**src/rtl/eth_pkg.sv**
```systemverilog
// Shared Ethernet framing definitions for the transmit framer and the
// receive-side FCS checker.
//   - Preamble / SFD byte values and preamble length
//   - Reflected CRC-32 polynomial, initial value and good-frame residue
//   - Transmit framer state encoding
package eth_pkg;

    localparam logic [7:0]  PREAMBLE_BYTE = 8'h55;
    localparam logic [7:0]  SFD_BYTE      = 8'hD5;
    localparam int          PREAMBLE_LEN  = 7;

    localparam logic [31:0] CRC32_POLY    = 32'hEDB88320;
    localparam logic [31:0] CRC32_INIT    = 32'hFFFFFFFF;
    // Register value left after running the CRC over data followed by its FCS.
    localparam logic [31:0] CRC32_RESIDUE = 32'hDEBB20E3;

    typedef enum logic [3:0] {
        IDLE,
        PREAMBLE,
        SFD,
        PAYLOAD,
        PAD,
        FCS,
        ABORT,
        DRAIN,
        IFG
    } tx_state_t;

endpackage

```
**src/rtl/crc32_d8.sv**
```systemverilog
// Combinational reflected CRC-32 update, one byte per call.
// Ports:
//   i_crc  [31:0]  current CRC register
//   i_data [7:0]   byte to fold in, LSB first
//   o_crc  [31:0]  CRC register after the byte
module crc32_d8
    import eth_pkg::*;
(
    input  logic [31:0] i_crc,
    input  logic [7:0]  i_data,
    output logic [31:0] o_crc
);

    logic [31:0] w_crc;

    // Bit-serial shift register unrolled over the eight data bits.
    always_comb begin
        w_crc = i_crc;
        for (int i = 0; i < 8; i++) begin
            if (w_crc[0] ^ i_data[i]) begin
                w_crc = (w_crc >> 1) ^ CRC32_POLY;
            end else begin
                w_crc = w_crc >> 1;
            end
        end
    end

    assign o_crc = w_crc;

endmodule

```
**src/rtl/eth_tx_framer.sv**
```systemverilog
// Ethernet transmit framer: turns a valid/ready/last byte stream into a GMII
// frame (preamble, SFD, payload, zero pad, FCS) followed by an inter-frame gap.
// Underrun or oversize frames are terminated with a TX_ER cycle and the rest of
// the source frame is drained.
// Ports:
//   clkIn        125 MHz transmit clock
//   rstNIn       asynchronous active-low reset
//   txDataIn     payload byte from source
//   txValidIn    txDataIn valid
//   txLastIn     final payload byte of frame
//   txReadyOut   byte accepted when txValidIn && txReadyOut
//   txdOut       GMII TXD
//   txEnOut      GMII TX_EN
//   txErOut      GMII TX_ER
//   frameCntOut  completed frames, wraps
//   abortCntOut  aborted frames, wraps
module eth_tx_framer
    import eth_pkg::*;
#(
    parameter int MIN_PAYLOAD = 60,
    parameter int MAX_PAYLOAD = 1514,
    parameter int IFG_BYTES   = 12     // 1..255
) (
    input  logic        clkIn,
    input  logic        rstNIn,
    input  logic [7:0]  txDataIn,
    input  logic        txValidIn,
    input  logic        txLastIn,
    output logic        txReadyOut,
    output logic [7:0]  txdOut,
    output logic        txEnOut,
    output logic        txErOut,
    output logic [15:0] frameCntOut,
    output logic [15:0] abortCntOut
);

    localparam logic [10:0] MIN_CNT  = 11'(MIN_PAYLOAD);
    localparam logic [10:0] MAX_CNT  = 11'(MAX_PAYLOAD);
    localparam logic [7:0]  PRE_LAST = 8'(PREAMBLE_LEN);
    localparam logic [7:0]  IFG_LAST = 8'(IFG_BYTES);

    tx_state_t   r_state, w_stateNext;
    logic [7:0]  r_txd, w_txdNext;
    logic        r_txEn, w_txEnNext;
    logic        r_txEr, w_txErNext;
    logic        r_ready, w_readyNext;
    logic [10:0] r_byteCnt, w_byteCntNext, w_byteCntInc;
    logic [31:0] r_crc, w_crcNext, w_crcUpd, w_fcsWord;
    logic [7:0]  r_phase, w_phaseNext;
    logic [15:0] r_frameCnt, r_abortCnt;
    logic [11:0] w_padLeft;
    logic [7:0]  w_crcByte;
    logic [1:0]  w_fcsNextIdx;
    logic        w_trailer, w_needPad, w_start, w_frameDone, w_abortDone;

    // The cycle showing the last payload byte (PAYLOAD with ready low) and every
    // PAD cycle share one decision: another pad byte or the first FCS byte.
    assign w_trailer    = (r_state == PAD) || ((r_state == PAYLOAD) && !r_ready);
    assign w_padLeft    = {1'b0, MIN_CNT} - {1'b0, r_byteCnt};
    assign w_needPad    = !w_padLeft[11] && (w_padLeft != 12'd0);
    assign w_byteCntInc = (r_byteCnt == MAX_CNT) ? r_byteCnt : r_byteCnt + 11'd1;
    assign w_crcByte    = w_trailer ? 8'h00 : txDataIn;
    assign w_fcsWord    = ~r_crc;
    assign w_fcsNextIdx = r_phase[1:0] + 2'd1;

    crc32_d8 u_crc (
        .i_crc  (r_crc),
        .i_data (w_crcByte),
        .o_crc  (w_crcUpd)
    );

    // Next-state and next-output logic. Outputs are computed for the state being
    // entered so that every pin comes straight from a flop. CRC and byte count
    // advance on the edge that loads a payload or pad byte into txdOut.
    always_comb begin
        w_stateNext   = r_state;
        w_txdNext     = 8'h00;
        w_txEnNext    = 1'b0;
        w_txErNext    = 1'b0;
        w_readyNext   = 1'b0;
        w_byteCntNext = r_byteCnt;
        w_crcNext     = r_crc;
        w_phaseNext   = r_phase;
        w_start       = 1'b0;
        w_frameDone   = 1'b0;
        w_abortDone   = 1'b0;

        if (w_trailer) begin
            w_txEnNext = 1'b1;
            if (w_needPad) begin
                w_stateNext   = PAD;
                w_byteCntNext = w_byteCntInc;
                w_crcNext     = w_crcUpd;
            end else begin
                w_stateNext = FCS;
                w_phaseNext = 8'd0;
                w_txdNext   = w_fcsWord[7:0];
            end
        end else begin
            case (r_state)
                IDLE: begin
                    w_start = txValidIn;
                end
                PREAMBLE: begin
                    w_txEnNext = 1'b1;
                    if (r_phase == PRE_LAST) begin
                        w_stateNext = SFD;
                        w_txdNext   = SFD_BYTE;
                        w_readyNext = 1'b1;
                    end else begin
                        w_phaseNext = r_phase + 8'd1;
                        w_txdNext   = PREAMBLE_BYTE;
                    end
                end
                // Ready is high here; a missing byte is an underrun.
                SFD, PAYLOAD: begin
                    w_txEnNext = 1'b1;
                    if (txValidIn) begin
                        w_byteCntNext = w_byteCntInc;
                        w_crcNext     = w_crcUpd;
                        if ((w_byteCntInc == MAX_CNT) && !txLastIn) begin
                            w_stateNext = ABORT;
                            w_txErNext  = 1'b1;
                        end else begin
                            w_stateNext = PAYLOAD;
                            w_txdNext   = txDataIn;
                            w_readyNext = !txLastIn;
                        end
                    end else begin
                        w_stateNext = ABORT;
                        w_txErNext  = 1'b1;
                    end
                end
                FCS: begin
                    if (r_phase == 8'd3) begin
                        w_stateNext = IFG;
                        w_phaseNext = 8'd1;
                        w_frameDone = 1'b1;
                    end else begin
                        w_txEnNext  = 1'b1;
                        w_phaseNext = r_phase + 8'd1;
                        w_txdNext   = w_fcsWord[{w_fcsNextIdx, 3'b000} +: 8];
                    end
                end
                ABORT: begin
                    w_stateNext = DRAIN;
                    w_readyNext = 1'b1;
                    w_abortDone = 1'b1;
                end
                DRAIN: begin
                    if (txValidIn && txLastIn) begin
                        w_stateNext = IFG;
                        w_phaseNext = 8'd1;
                    end else begin
                        w_readyNext = 1'b1;
                    end
                end
                // The last gap cycle may launch the next frame directly so that
                // back-to-back frames see exactly IFG_BYTES idle cycles.
                IFG: begin
                    if (r_phase == IFG_LAST) begin
                        if (txValidIn) begin
                            w_start = 1'b1;
                        end else begin
                            w_stateNext = IDLE;
                        end
                    end else begin
                        w_phaseNext = r_phase + 8'd1;
                    end
                end
                default: begin
                    w_stateNext = IDLE;
                end
            endcase
        end

        if (w_start) begin
            w_stateNext   = PREAMBLE;
            w_txdNext     = PREAMBLE_BYTE;
            w_txEnNext    = 1'b1;
            w_phaseNext   = 8'd1;
            w_crcNext     = CRC32_INIT;
            w_byteCntNext = 11'd0;
        end
    end

    // State, datapath and output registers; reset abandons any frame in flight.
    always_ff @(posedge clkIn or negedge rstNIn) begin
        if (!rstNIn) begin
            r_state    <= IDLE;
            r_txd      <= 8'h00;
            r_txEn     <= 1'b0;
            r_txEr     <= 1'b0;
            r_ready    <= 1'b0;
            r_byteCnt  <= 11'd0;
            r_crc      <= CRC32_INIT;
            r_phase    <= 8'd0;
            r_frameCnt <= 16'd0;
            r_abortCnt <= 16'd0;
        end else begin
            r_state   <= w_stateNext;
            r_txd     <= w_txdNext;
            r_txEn    <= w_txEnNext;
            r_txEr    <= w_txErNext;
            r_ready   <= w_readyNext;
            r_byteCnt <= w_byteCntNext;
            r_crc     <= w_crcNext;
            r_phase   <= w_phaseNext;
            if (w_frameDone) begin
                r_frameCnt <= r_frameCnt + 16'd1;
            end
            if (w_abortDone) begin
                r_abortCnt <= r_abortCnt + 16'd1;
            end
        end
    end

    assign txdOut      = r_txd;
    assign txEnOut     = r_txEn;
    assign txErOut     = r_txEr;
    assign txReadyOut  = r_ready;
    assign frameCntOut = r_frameCnt;
    assign abortCntOut = r_abortCnt;

endmodule
```
**config.mk**
```make
export PLATFORM = sky130hd
export DESIGN_NAME = eth_tx_framer
export DESIGN_NICKNAME = d
export VERILOG_FILES = /design/src/rtl/eth_pkg.sv /design/src/rtl/crc32_d8.sv /design/src/rtl/eth_tx_framer.sv
export SDC_FILE = /design/constraint.sdc
export NUM_CORES = 1
export LEC_CHECK = 0
export ABC_AREA = 1
export BUFFER_PORTS_ARGS = -buffer_cell sky130_fd_sc_hd__buf_2
export CAP_MARGIN = 20
export CORE_ASPECT_RATIO = 0.5
export CORE_UTILIZATION = 60
export CTS_BUF_LIST = sky130_fd_sc_hd__clkbuf_4
export DETAILED_ROUTE_END_ITERATION = 10
export PLACE_DENSITY = 0.78
export SYNTH_ARGS = -nofsm -noshare
export SYNTH_HDL_FRONTEND = slang
export SYNTH_HIERARCHICAL = 1
export SYNTH_SLANG_ARGS = --single-unit
```
**constraint.sdc**
```tcl
create_clock -name clkIn -period 7.3 [get_ports clkIn]
set_input_delay 1.095 -clock clkIn [delete_from_list [all_inputs] [get_ports clkIn]]
set_output_delay 1.095 -clock clkIn [all_outputs]
set_load 0.03 [all_outputs]
```
; ---- After elaboration in Yosys (flattened, before gate mapping)
; Index checks and enable logic that the tools add are counted.
[classes]
addsub = 6
eq_ne = 23
shift = 1
muxes = 70
n_bitwise = 17
reduce_logical = 18
[op_table]
columns = operator, count
row1 = $mux W32, 13
row2 = $mux W8, 15
row3 = $not A13 Y14, 8
row4 = $mux W11, 6
row5 = $add A16 B1 Y16 const B, 2
row6 = $mux W4, 8
row7 = $not A32 Y32, 1
row8 = $pmux W8 S4, 1
row9 = $shiftx A32 B6 Y8, 1
row10 = $ne A4 B4 Y1 const B, 7
row11 = $pmux W4 S7, 1
row12 = $pmux W8 S3, 1
row13 = $eq A11 B11 Y1 const B, 2
row14 = $mux W1, 21
row15 = $eq A4 B3 Y1 const B, 4
row16 = $reduce_bool A12 Y1, 1
row17 = $sub A6 B11 Y12 const A, 1
row18 = $add A11 B1 Y11 const B, 1
row19 = $add A8 B1 Y8 const B, 1
row20 = $eq A4 B2 Y1 const B, 2
row21 = $eq A8 B2 Y1 const B, 1
row22 = $eq A8 B3 Y1 const B, 1
row23 = $eq A8 B4 Y1 const B, 1
row24 = $xor A1 B1 Y1, 8
row25 = 20 further kinds, 27
[word_totals]
register_bits = 98
inputBits = 12
output_inout_bits = 43

; ---- Longest topological paths before layout
; Gate-level depths: netlist of the first run.
[depth]
depth_word = 24
depth_mapped = 21
mapped_depth_nobuf = 20

; ---- Modules after synthesis
; The synthesis of the first run kept the hierarchy.
[by_module_without_submodules]
columns = module, n_inst, cells_per_inst, area_each_um2, seq_area_each_um2
row1 = eth_tx_framer, 1, 697, 5532.8, 2492.4
row2 = crc32_d8, 1, 195, 1233.7, 0.0

; ---- Worst setup path before layout of the first run
; Ideal clock, no wire load.
[synth_timing]
path_type = register to register
start = reg r_state[3]
end = reg r_crc[14]
setup_ps = 80
arrival_time_ps = 2371
t_required_ps = 7220
setup_slack_ps = 4850
stages_incl_launch_ff = 19
path_cell_list = dfrtp_1 > nor2_1 > inv_2 > nor2_2 > nand2_1 > o21ai_2 > clkbuf_1 > nor2_1 > inv_1 > nand2_1 > nand2_1 > inv_1 > nand2_1 > nand2_2 > xnor2_1 > xor2_1 > inv_1 > nor2_1 > o21ai_2
[synth_lines]
columns = element, line_no
row1 = "start, declared", eth_tx_framer.sv:42  ; tx_state_t r_state, w_stateNext;
row2 = "start signal, assigned", eth_tx_framer.sv:201  ; r_state <= w_stateNext;
row3 = $eq A4 B2 Y1, eth_tx_framer.sv:58  ; assign w_trailer = (r_state == PAD) || ((r_state == PAYLOAD) && !r_ready);
row4 = $logic_and A1 B1 Y1, eth_tx_framer.sv:58
row5 = $logic_or A1 B1 Y1 *, eth_tx_framer.sv:58
row6 = $mux W8 *, eth_tx_framer.sv:62  ; assign w_crcByte = w_trailer ? 8'h00 : txDataIn;
row7 = via w_crcByte[6], eth_tx_framer.sv:52  ; logic [7:0] w_crcByte;
row8 = $xor A1 B1 Y1 *, crc32_d8.sv:20  ; if (w_crc[0] ^ i_data[i]) begin
row9 = $mux W32 * (2 in series), crc32_d8.sv:20
row10 = via w_crcUpd[14], eth_tx_framer.sv:48  ; logic [31:0] r_crc, w_crcNext, w_crcUpd, w_fcsWord;
row11 = $mux W32, eth_tx_framer.sv:118  ; if (txValidIn) begin
row12 = $mux W32, eth_tx_framer.sv:100  ; case (r_state)
row13 = $mux W32 *, eth_tx_framer.sv:88  ; if (w_trailer) begin
row14 = $mux W32 *, eth_tx_framer.sv:177  ; if (w_start) begin
row15 = "end signal, assigned", eth_tx_framer.sv:207  ; r_crc <= w_crcNext;
row16 = "end, declared", eth_tx_framer.sv:48
; The timed path passes the listed nets; every way through them passes the cells marked *. The select of a mux whose other input is x is not followed.
; A chain may end at the register's enable or synchronous reset.

; ---- Worst setup path after layout of the first run
[layout_timing]
start = reg r_phase[0]
end = reg r_crc[11]
[layout_between]
elab_chain_cells = 6
[layout_rtl]
columns = element, line_no
row1 = "start, declared", eth_tx_framer.sv:49  ; logic [7:0] r_phase, w_phaseNext;
row2 = "start signal, assigned", eth_tx_framer.sv:208  ; r_phase <= w_phaseNext;
row3 = $eq A8 B4 Y1 *, eth_tx_framer.sv:161  ; if (r_phase == IFG_LAST) begin
row4 = $mux W1 *, eth_tx_framer.sv:161
row5 = $pmux W1 S2 *, eth_tx_framer.sv:100
row6 = $mux W1 *, eth_tx_framer.sv:88
row7 = $ne A3 B1 Y1 (no source line) or $reduce_bool A3 Y1 (tied branches), -
row8 = $reduce_and A3 Y1 (no source line), -
; Every way passes the cells marked *; elsewhere a longest branch is shown, timed or not.

==> impl_metrics.yaml, run 1 <==
setup_path:
  crit_path_start: "r_phase[0]"
  path_max_fanout: 86
  worstSetupPathType: "reg -> reg"
  cp.arrival_ns: 4.14
  timing.rr.start: "r_phase[0]"
  crit_path_start_kind: "flop"
  critPathRequiredTime_ns: 7.71
  cp-end-kind: "flop"
detailed_routing:
  drc: 10
  via_count: 5843
  drt-initial-drc-count: 525
  wirelength_um: 15300
  postRouteAntennaNets: 0
  dr.pass1.iters: 10
  viasPerCell: 5.43
  drt-wirelength-per-cell_um: 14.3
layout:
  multiInputGateArea_um2: 3750
  fin_nets: 951
  diodes: 0
  fill_cells: 908
  regArea_um2: 2490
  area_delta_synth_final_pct: 6.47
  drive_gt1_frac: 0.201
  fin_util: 0.681
clock_tree:
  holdBufCountCts: 0
  cts-resized-gates: 0
  cts_setup_buffers: 0
  htree_levels: 3
  cts_made_buffers: 9
  cts_tree: "done"
  worstSkewPairLatency_ns: 0.48
  cts_root_buf: "clkbuf_4"
  clock_sinks: 98
  clk_pin_slew_ns: 0.18
  clk_path_buf_depth: 2
sta:
  rsz0062_at_grt: "false"
  layout_min_cycle_time_ns: 3.74
  worst_pin_slew_ns: 0.920
  relSlewSlack: 0.387
  skew_ns: 0.0301
  holdWs_ns: 0.475
  fin_crit_sh: 0.512
  setup_violations: 0
  max_freq_mhz: 268
  slew_viol_final: 0
  final.setup.tns_ns: 0
  final_hold_viol_count: 0
synthesis:
  synth_cell_types: 47
  syn_nets: 912
  avgSynthCellArea_um2: 7.59
  synth_top_area_cell: "dfrtp_1"
  synth_cells: 892
  synth_area_leaders: "dfrtp_1, dfstp_2, nand2_1"
  seq_area_frac_synth: 0.368
  synth_top_cell_area_share: 0.244
  synth_seq_cells: 98
  synth_warnings: 6
  async_flop_share: 1.00
  synthesis.area_um2: 6770
  yosys_most_used_dff: "dfrtp_1"
  synth_edf_count: 0
pwr:
  swShare: 0.530
  peakVddDrop_v: 0.000313
  p_comb_frac: 0.643
  power_density_nw_per_um2: 489
  seq_power_share: 0.274
  pwr-share-clk: 0.083
  cellLeakagePower_nw: 3.74
  power.switching_mw: 1.87
  power.internal_mw: 1.66
grt:
  grt.overflow.total: 0
  grt_usage: 0.277
  grt_pass1_vias: 5458
  antenna_found_initial: 0
  grt_pass1_wl_um: 26100
  grt_max_degree: 87
placement:
  portBuffers: 54
  hpwlAfterDp_um: 11000
  gp_congestion: 0.947
run:
  cap_viol_max_count: 0
hold_path:
  worstHoldPathType: "reg -> reg"
  min_from: "frameCntOut[15]"
floorplan:
  die_width_um: 152
  core_um2: 10600
  die_h_um: 77.1
  fp-row-count: 26
  initial_utilization: 0.640
  die_area_um2: 11700
  pin_count: 55
run_status:
  status: "finished, violations left"
  violations: "DRC"
[state kept, by name (all words and copies together) (netlist names)]
name and count:
r_crc 32, abortCntOut 16, txdOut 8, frameCntOut 16, txErOut 1, txReadyOut 1
r_phase 8, txEnOut 1, r_state 4, r_byteCnt 11
[through the flow]
stage	instance area [um2]	total power [mW]	worst slack (ns)	instances
detailed placement	7070	3.20	3.73	1060
CTS	7200	3.49	3.66	1076
global placement	7070	3.12	3.92	1060
global route	7200	3.83	3.16	1076
finish	7200	3.52	3.56	1076
floorplan	6770	2.80	4.85	892
[per-layer routing]
metal  vias up  track usage  share of wire
li1       2905            -              -
met1      2715        0.383           0.47
met2       203        0.454           0.45
met3        20       0.0492          0.068
met4         0       0.0673          0.011
met5         -            0              0
[power by group through the flow]
stage	logic (mW)	clock network, mW	registers, mW
floorplan	1.84	0	0.953
global placement	2.16	0	0.964
detailed placement	2.23	0	0.970
CTS	2.24	0.294	0.960
global route	2.53	0.315	0.989
finish	2.26	0.291	0.965
[layout by cell type, fill, tap and decap left out, types with 12 or more instances in the layout]
cell and count:
nand2_1 220, nor2_1 105, inv_1 85, dfrtp_1 66, xor2_1 65, nand3_1 56, buf_2 53, o21ai_0 35
dfstp_2 32, o21ai_1 29, xnor2_1 27, nand2_2 25, nand4_1 20, inv_2 12
[synthesized netlist by cell type (8+ instances only)]
| cell | instances |
|---|---|
| xnor2_1 | 27 |
| inv_2 | 12 |
| xor2_1 | 65 |
| nand3_1 | 56 |
| nand2_2 | 25 |
| ha_1 | 8 |
| o21ai_2 | 11 |
| nand4_1 | 20 |
| dfstp_2 | 32 |
| buf_2 | 8 |
| clkbuf_1 | 12 |
| a21oi_1 | 10 |
| inv_1 | 85 |
| nor2_1 | 105 |
| nand2_4 | 11 |
| dfrtp_1 | 66 |
| o21ai_1 | 29 |
| o21ai_0 | 35 |
| nand2_1 | 220 |
[cells by family after synthesis]
| group | count (synthesis) | share of synthesized area |
|---|---|---|
| and+or+nand+nor | 465 | 0.322 |
| buffers and inverters | 125 | 0.0778 |
| AOI/OAI and AO/OA | 98 | 0.0821 |
| DFF | 98 | 0.368 |
| xor gates and xnor gates | 96 | 0.132 |
| adders and majority gates | 8 | 0.0148 |
| muxes | 2 | 0.00333 |
[area by class of cell]
class / count / area share
multi-input cells: 669 / 0.520
flip-flops and latches: 98 / 0.346
inverters: 98 / 0.0514
repair buffers: 55 / 0.0389
well taps: 140 / 0.0243
clock inverters: 7 / 0.00990
clock buffers: 9 / 0.00938
[worst max-delay path, stage by stage, from the launching register on]
cell	delay (ns)
dfrtp_1	0.80
inv_1	0.37
ha_1	0.30
nand3_1	0.08
nor2_2	0.06
nand3_2	0.07
nand2_2	0.39
nor2_4	0.32
inv_2	0.07
o22ai_1	0.17
inv_2	0.08
nand2_4	0.63
nand2_1	0.17
o21ai_2	0.10
[final timing paths]
path	endpoint	slack, ns	depth (start not counted)
worst max-delay path	r_crc[11]	3.56	13
max in group asynchronous	txdOut[6]	5.61	2
worst min register to register	frameCntOut[15]	0.48	1
min in group asynchronous	abortCntOut[3]	0.59	1
worst min-delay path	frameCntOut[15]	0.48	1
worst max register to register	r_crc[11]	3.56	13
Note: power is estimated with default switching activity, not from simulation.
==> run 2, diff against run 1 <==
--- a/config.mk
+++ b/config.mk
@@ -5,7 +5,7 @@
 export SDC_FILE = /design/constraint.sdc
 export NUM_CORES = 1
 export LEC_CHECK = 0
-export ABC_AREA = 1
+export ABC_AREA = 0
 export BUFFER_PORTS_ARGS = -buffer_cell sky130_fd_sc_hd__buf_2
 export CAP_MARGIN = 20
 export CORE_ASPECT_RATIO = 0.5
==> constraint.sdc (replaced) <==
create_clock -name clkIn -period 3.5 [get_ports clkIn]
set_input_delay 0.525 -clock clkIn [delete_from_list [all_inputs] [get_ports clkIn]]
set_output_delay 0.525 -clock clkIn [all_outputs]
set_load 0.03 [all_outputs]
==> run 2 against run 1 <==
  * The run now ends clean
  * Setup slack got worse by 3.2 ns
  * Synthesized cell count decreased by 27%
  * Register-to-register slack got worse by 3.2 ns
  * First-iteration DRC count decreased by 25%
  * Via count decreased by 17%
  * Synthesized area decreased by 4.8%
  * Global-route usage decreased by 1.1 points
  * Fmax increased by 18%
  * Critical path type unchanged
  * Highest routed layer unchanged
==> impl_metrics.yaml, run 2 <==
synthesis:
  synth_mux_area_frac: 0.0933
  seq_area_frac_synth: 0.387
  synth.most_common_cell: "nor2_1"
  yosys_most_used_dff: "dfrtp_1"
  synth_compound_area_frac: 0.107
  synth_warnings: 6
  synth_cell_types: 77
  synth_area_leaders: "dfrtp_1, dfstp_2, xnor2_1"
  synthesis.area_um2: 6440
  synth_top_cell_area_share: 0.256
  synth_top_area_cell: "dfrtp_1"
  synth_xor_area_frac: 0.166
  synthSimpleGateAreaFrac: 0.168
  synth_edf_count: 0
  synthTopCellsByCount: "nor2_1, dfrtp_1, xnor2_1, inv_1, nand2_1"
  async_flop_share: 1.00
  synth_top_family_by_area: "simple AND/OR/NAND/NOR gates"
  avgSynthCellArea_um2: 9.91
  synth_seq_cells: 98
  synth-adder-area-share: 0.0155
  syn_nets: 670
  synth_cells: 650
layout:
  fin_nets: 714
  fill_cells: 823
  drive_gt1_frac: 0.233
  most-common-layout-cells: "nor2_1, dfrtp_1, xnor2_1, inv_1, buf_2"
  regMostFlops: "r_crc"
  fin_util: 0.675
  final_common_cell: "nor2_1"
  diodes: 0
  multiInputGateArea_um2: 3540
  largest_reg_flops: 32
  fin_cells: 839
  area_delta_synth_final_pct: 8.16
  regArea_um2: 2490
setup_path:
  r2r_slack_ns: 0.34
  worstReg2RegEnd: "r_crc[25]"
  path_max_fanout: 14
  timing.rr.start: "r_state[2]"
  cp-end-kind: "flop"
  rr_worst_depth: 9
  worstSetupPathType: "reg -> reg"
  cp.arrival_ns: 3.56
  critPathRequiredTime_ns: 3.91
  crit_path_start_kind: "flop"
  crit_path_start: "r_state[2]"
pwr:
  cellLeakagePower_nw: 3.12
  power_density_nw_per_um2: 1230
  power_mw: 8.60
  peakVddDrop_v: 0.000827
sta:
  rsz0062_at_grt: "false"
  slew_viol_final: 0
  max_freq_mhz: 317
  setup_violations: 0
  final_hold_viol_count: 0
  fin_crit_sh: 0.902
  layout_min_cycle_time_ns: 3.16
  skew_ns: 0.0201
  relSlewSlack: 0.368
  holdWs_ns: 0.150
  final.setup.tns_ns: 0
  worst_pin_slew_ns: 0.942
clock_tree:
  clk_pin_slew_ns: 0.17
  cts_tree: "done"
  holdBufCountCts: 0
  clk_path_buf_depth: 2
  cts_setup_buffers: 0
  worstSkewPairLatency_ns: 0.49
  cts_made_buffers: 9
  cts_root_buf: "clkbuf_4"
  clock_sinks: 98
  htree_levels: 3
grt:
  grt.overflow.total: 0
  grt_usage: 0.267
  grt_max_degree: 72
  grt_pass1_vias: 4513
  grt_pass1_wl_um: 22900
  antenna_found_initial: 0
run:
  cap_viol_max_count: 0
detailed_routing:
  postRouteAntennaNets: 0
  via_count: 4832
  dr.pass1.iters: 5
  drt-initial-drc-count: 394
  drc: 0
  drt-wirelength-per-cell_um: 16.9
  viasPerCell: 5.76
  wirelength_um: 14200
floorplan:
  pin_count: 55
  fp-row-count: 26
  die_width_um: 149
  core_um2: 10300
  die_h_um: 75.3
  die_area_um2: 11200
  initial_utilization: 0.624
placement:
  placed_cells: 823
  hpwlAfterDp_um: 10200
  portBuffers: 54
  gp_congestion: 0.894
hold_path:
  worstHoldPathType: "in -> async"
run_status:
  status: "finished, final reports clean"
-- run 2: cell count changes after synthesis, moves of 12 or more --
cell / before / now
nand2_2: 25 / 1
mux2i_1: 0 / 36
xnor2_1: 27 / 64
inv_1: 85 / 54
xor2_1: 65 / 25
nor2_1: 105 / 67
o21ai_0: 35 / 17
nand2_1: 220 / 37
o21ai_1: 29 / 2
nand3_1: 56 / 18
inv_2: 12 / 0
-- run 2: layout make-up --
class	instances	area share
Multi-Input combinational cell	462	0.509
Sequential cell	98	0.358
Timing Repair Buffer	69	0.0571
Inverter	54	0.0291
Tap cell	140	0.0251
Clock inverter	7	0.0122
Clock buffer	9	0.00970
-- run 2: layer usage --
| layer | GRT usage | up-vias | wire length [um] |
|---|---|---|---|
| met5 | 0 | - | 0 |
| met4 | 0.0745 | 0 | 161 |
| met3 | 0.0503 | 14 | 733 |
| met2 | 0.442 | 134 | 6570 |
| met1 | 0.364 | 2367 | 6730 |
| li1 | - | 2317 | - |
-- run 2: critical path, cell delays in order (launching register included) --
cell	delay (ns)
dfrtp_1	0.51
nor4bb_1	0.46
o21a_2	0.39
nor2_1	0.12
xnor2_2	0.23
xnor2_1	0.65
xnor2_1	0.27
xnor2_1	0.21
nor2_1	0.06
mux2i_1	0.16
-- run 2: worst max-delay path by stage --
stage	endpoint	slack, ns	cells past startpoint
3_3_place_gp	r_crc[20]	0.39	9
2_1_floorplan	r_crc[20]	0.27	11
4_1_cts	r_crc[25]	0.19	9
3_5_place_dp	r_crc[25]	0.28	9
5_1_grt	r_crc[25]	0.14	9
6_report	r_crc[25]	0.34	9
-- run 2: logic make-up (layout without fill, tap and decap cells) --
kind of cell             count (synthesis)  count (layout)
flip-flops                              98              98
AO/OA/AOI/OAI                           94              94
AND/OR/NAND/NOR                        207             207
buffers and inverters                   90             139
XOR/XNOR                               104             104
multiplexers                            49              49
adder cells (fa/ha/maj)                  8               8
-- run 2: power breakdown --
part	internal (mW)	total [mW]	switching [mW]
registers	1.66	2.08	0.418
clock network	0.232	0.661	0.429
logic	2.82	5.86	3.04
total	4.71	8.60	3.89
-- run 2: stage by stage --
step	instance area [um2]	worst slack [ns]
after floorplan	6440	0.270
after global placement	6810	0.391
after CTS	6960	0.190
final	6970	0.344
after detailed placement	6810	0.283
after global routing	6970	0.138
-- run 2: repair_timing --
action	CTS	global route
endpoints found under the setup margin	0	5
hold endpoints to repair	0	0
gates resized for setup	0	1
==> run 3, diff against run 2 <==
--- a/config.mk
+++ b/config.mk
@@ -6,13 +6,13 @@
 export NUM_CORES = 1
 export LEC_CHECK = 0
 export ABC_AREA = 0
-export BUFFER_PORTS_ARGS = -buffer_cell sky130_fd_sc_hd__buf_2
 export CAP_MARGIN = 20
 export CORE_ASPECT_RATIO = 0.5
 export CORE_UTILIZATION = 60
 export CTS_BUF_LIST = sky130_fd_sc_hd__clkbuf_4
 export DETAILED_ROUTE_END_ITERATION = 10
-export PLACE_DENSITY = 0.78
+export DONT_BUFFER_PORTS = 1
+export PLACE_DENSITY = 0.74
 export SYNTH_ARGS = -nofsm -noshare
 export SYNTH_HDL_FRONTEND = slang
 export SYNTH_HIERARCHICAL = 1
==> run 3 against run 2 <==
  * Final area down 3.7%
  * Critical path type unchanged
  * Die area is the same
  * Non-clock buffer count is 54 lower
  * Register-to-register slack lost 0.11 ns
  * Count of clock-buffer cells in the layout did not move
  * First-iteration DRC count rose by 29%
  * Critical endpoint is now r_crc[20]
==> impl_metrics.yaml, run 3 (synthesis gave the netlist of run 2 again) <==
run_status:
  status: "finished, final reports clean"
detailed_routing:
  wl_met1_um: 6450
  viasPerCell: 5.95
  wirelength_um: 13800
  drt-initial-drc-count: 507
  drt-wirelength-per-cell_um: 17.6
  via_count: 4671
  top_layer_used: "met4"
  postRouteAntennaNets: 0
  wl_met3_um: 989
  drc: 0
  dr.pass1.iters: 5
  wl_met2_um: 6260
floorplan:
  die_area_um2: 11200
  initial_utilization: 0.624
  die_h_um: 75.3
  die_width_um: 149
  core_um2: 10300
  pin_count: 55
  fp-row-count: 26
layout:
  fin_nets: 660
  regMostFlops: "r_crc"
  most-common-layout-cells: "nor2_1, dfrtp_1, xnor2_1, inv_1, nand2_1"
  final_common_cell: "nor2_1"
  fin_util: 0.650
  diodes: 0
  drive_gt1_frac: 0.166
  largest_reg_flops: 32
  design_area_um2: 6710
  area_delta_synth_final_pct: 4.14
setup_path:
  slowest_stage: "dfrtp_1"
  worstReg2RegEnd: "r_crc[20]"
  r2r_slack_ns: 0.23
  rr_worst_depth: 9
  crit_chain: "nor4bb_1 > o21a_1 > nor2_1 > xnor2_2 > xnor2_1 > xnor2_1 > xor3_1 > nor2_1 > mux2i_1"
  critPathRequiredTime_ns: 3.93
  cp_slowest_stage_delay_ns: 0.53
  cp-end-kind: "flop"
  crit_path_start_kind: "flop"
  cp.arrival_ns: 3.70
  path_max_fanout: 11
  crit_path_start: "r_state[2]"
  endpoint: "r_crc[20]"
  worstSetupPathType: "reg -> reg"
  timing.rr.start: "r_state[2]"
sta:
  final_hold_viol_count: 0
  layout_min_cycle_time_ns: 3.27
  rsz0062_at_grt: "false"
  max_freq_mhz: 306
  slew_viol_final: 0
  setup_violations: 0
  skew_ns: 0.0267
  worst_pin_slew_ns: 0.799
  final.setup.tns_ns: 0
  fin_crit_sh: 0.934
  relSlewSlack: 0.464
clock_tree:
  cts_root_buf: "clkbuf_4"
  cts_made_buffers: 9
  clk_pin_slew_ns: 0.18
  cts_setup_buffers: 0
  cts_tree: "done"
  clk_path_buf_depth: 2
  htree_levels: 3
  cts-resized-gates: 0
  worstSkewPairLatency_ns: 0.49
  clock_sinks: 98
grt:
  grt_pass1_wl_um: 22700
  grt.overflow.total: 0
  grt_pass1_vias: 4437
  antenna_found_initial: 0
  grt_max_degree: 99
  grt_usage: 0.267
placement:
  gp_congestion: 0.891
  post_dp_cell_area_um2: 6520
  portBuffers: 0
  hpwlAfterDp_um: 9840
hold_path:
  worstHoldPathType: "in -> reg"
run:
  cap_viol_max_count: 0
## run 3: cell types whose count changed in the layout (fill, tap and decap cells not counted), sizes merged
| cell | delta |
|---|---|
| buf | -55 |
| inv | -1 |
| clkinvlp | +1 |
| dlygate4sd3 | +1 |
## run 3: worst min path at each step
| stage | cells past startpoint | to | start | slack, ns |
|---|---|---|---|---|
| after CTS | 1 | txReadyOut | txLastIn | 0.09 |
| after global placement | 0 | abortCntOut[3] | rstNIn | 0.23 |
| after detailed placement | 0 | abortCntOut[3] | rstNIn | 0.23 |
| final | 1 | txReadyOut | txLastIn | 0.10 |
| after global routing | 1 | txReadyOut | txLastIn | 0.09 |
| after floorplan | 0 | abortCntOut[0] | rstNIn | 0.23 |
## run 3: final cells by class
| cell class | count | area [um2] |
|---|---|---|
| clock buffer | 9 | 67.6 |
| tap | 140 | 175 |
| multi-input combinational | 462 | 3540 |
| fill | 832 | 3610 |
| timing repair buffer | 15 | 148 |
| sequential | 98 | 2490 |
| inverter | 54 | 203 |
| clock inverter | 7 | 77.6 |
## run 3: per-layer routing
metal  vias up  global-route usage
met1      2273               0.371
met5         -                   0
met3        19              0.0697
met4         0              0.0699
li1       2211                   -
met2       168               0.418
## run 3: through the flow
step,hold slack (ns),cells,setup slack (ns)
final,0.104,785,0.232
after global routing,0.0939,785,0.0569
after CTS,0.0912,785,0.264
after detailed placement,0.231,767,0.294
after global placement,0.232,767,0.501
after floorplan,0.229,650,0.270
## run 3: worst max-delay path, delay by kind of cell, from the launching register on
family           cells  cell delay (ns)
flip-flops           1             0.53
AO/OA/AOI/OAI        1             0.44
XOR/XNOR             4             1.42
multiplexers         1             0.08
AND/OR/NAND/NOR      3             0.74
## run 3: timing repair
item	4_1_cts	5_1_grt
hold buffers	2	0
hold endpoints to repair	98	0
setup endpoints to repair	0	0
Power of run 3 is left out: the tool's default activity adds up to more than one toggle a clock period on the data nets, which glitch-free logic cannot reach.
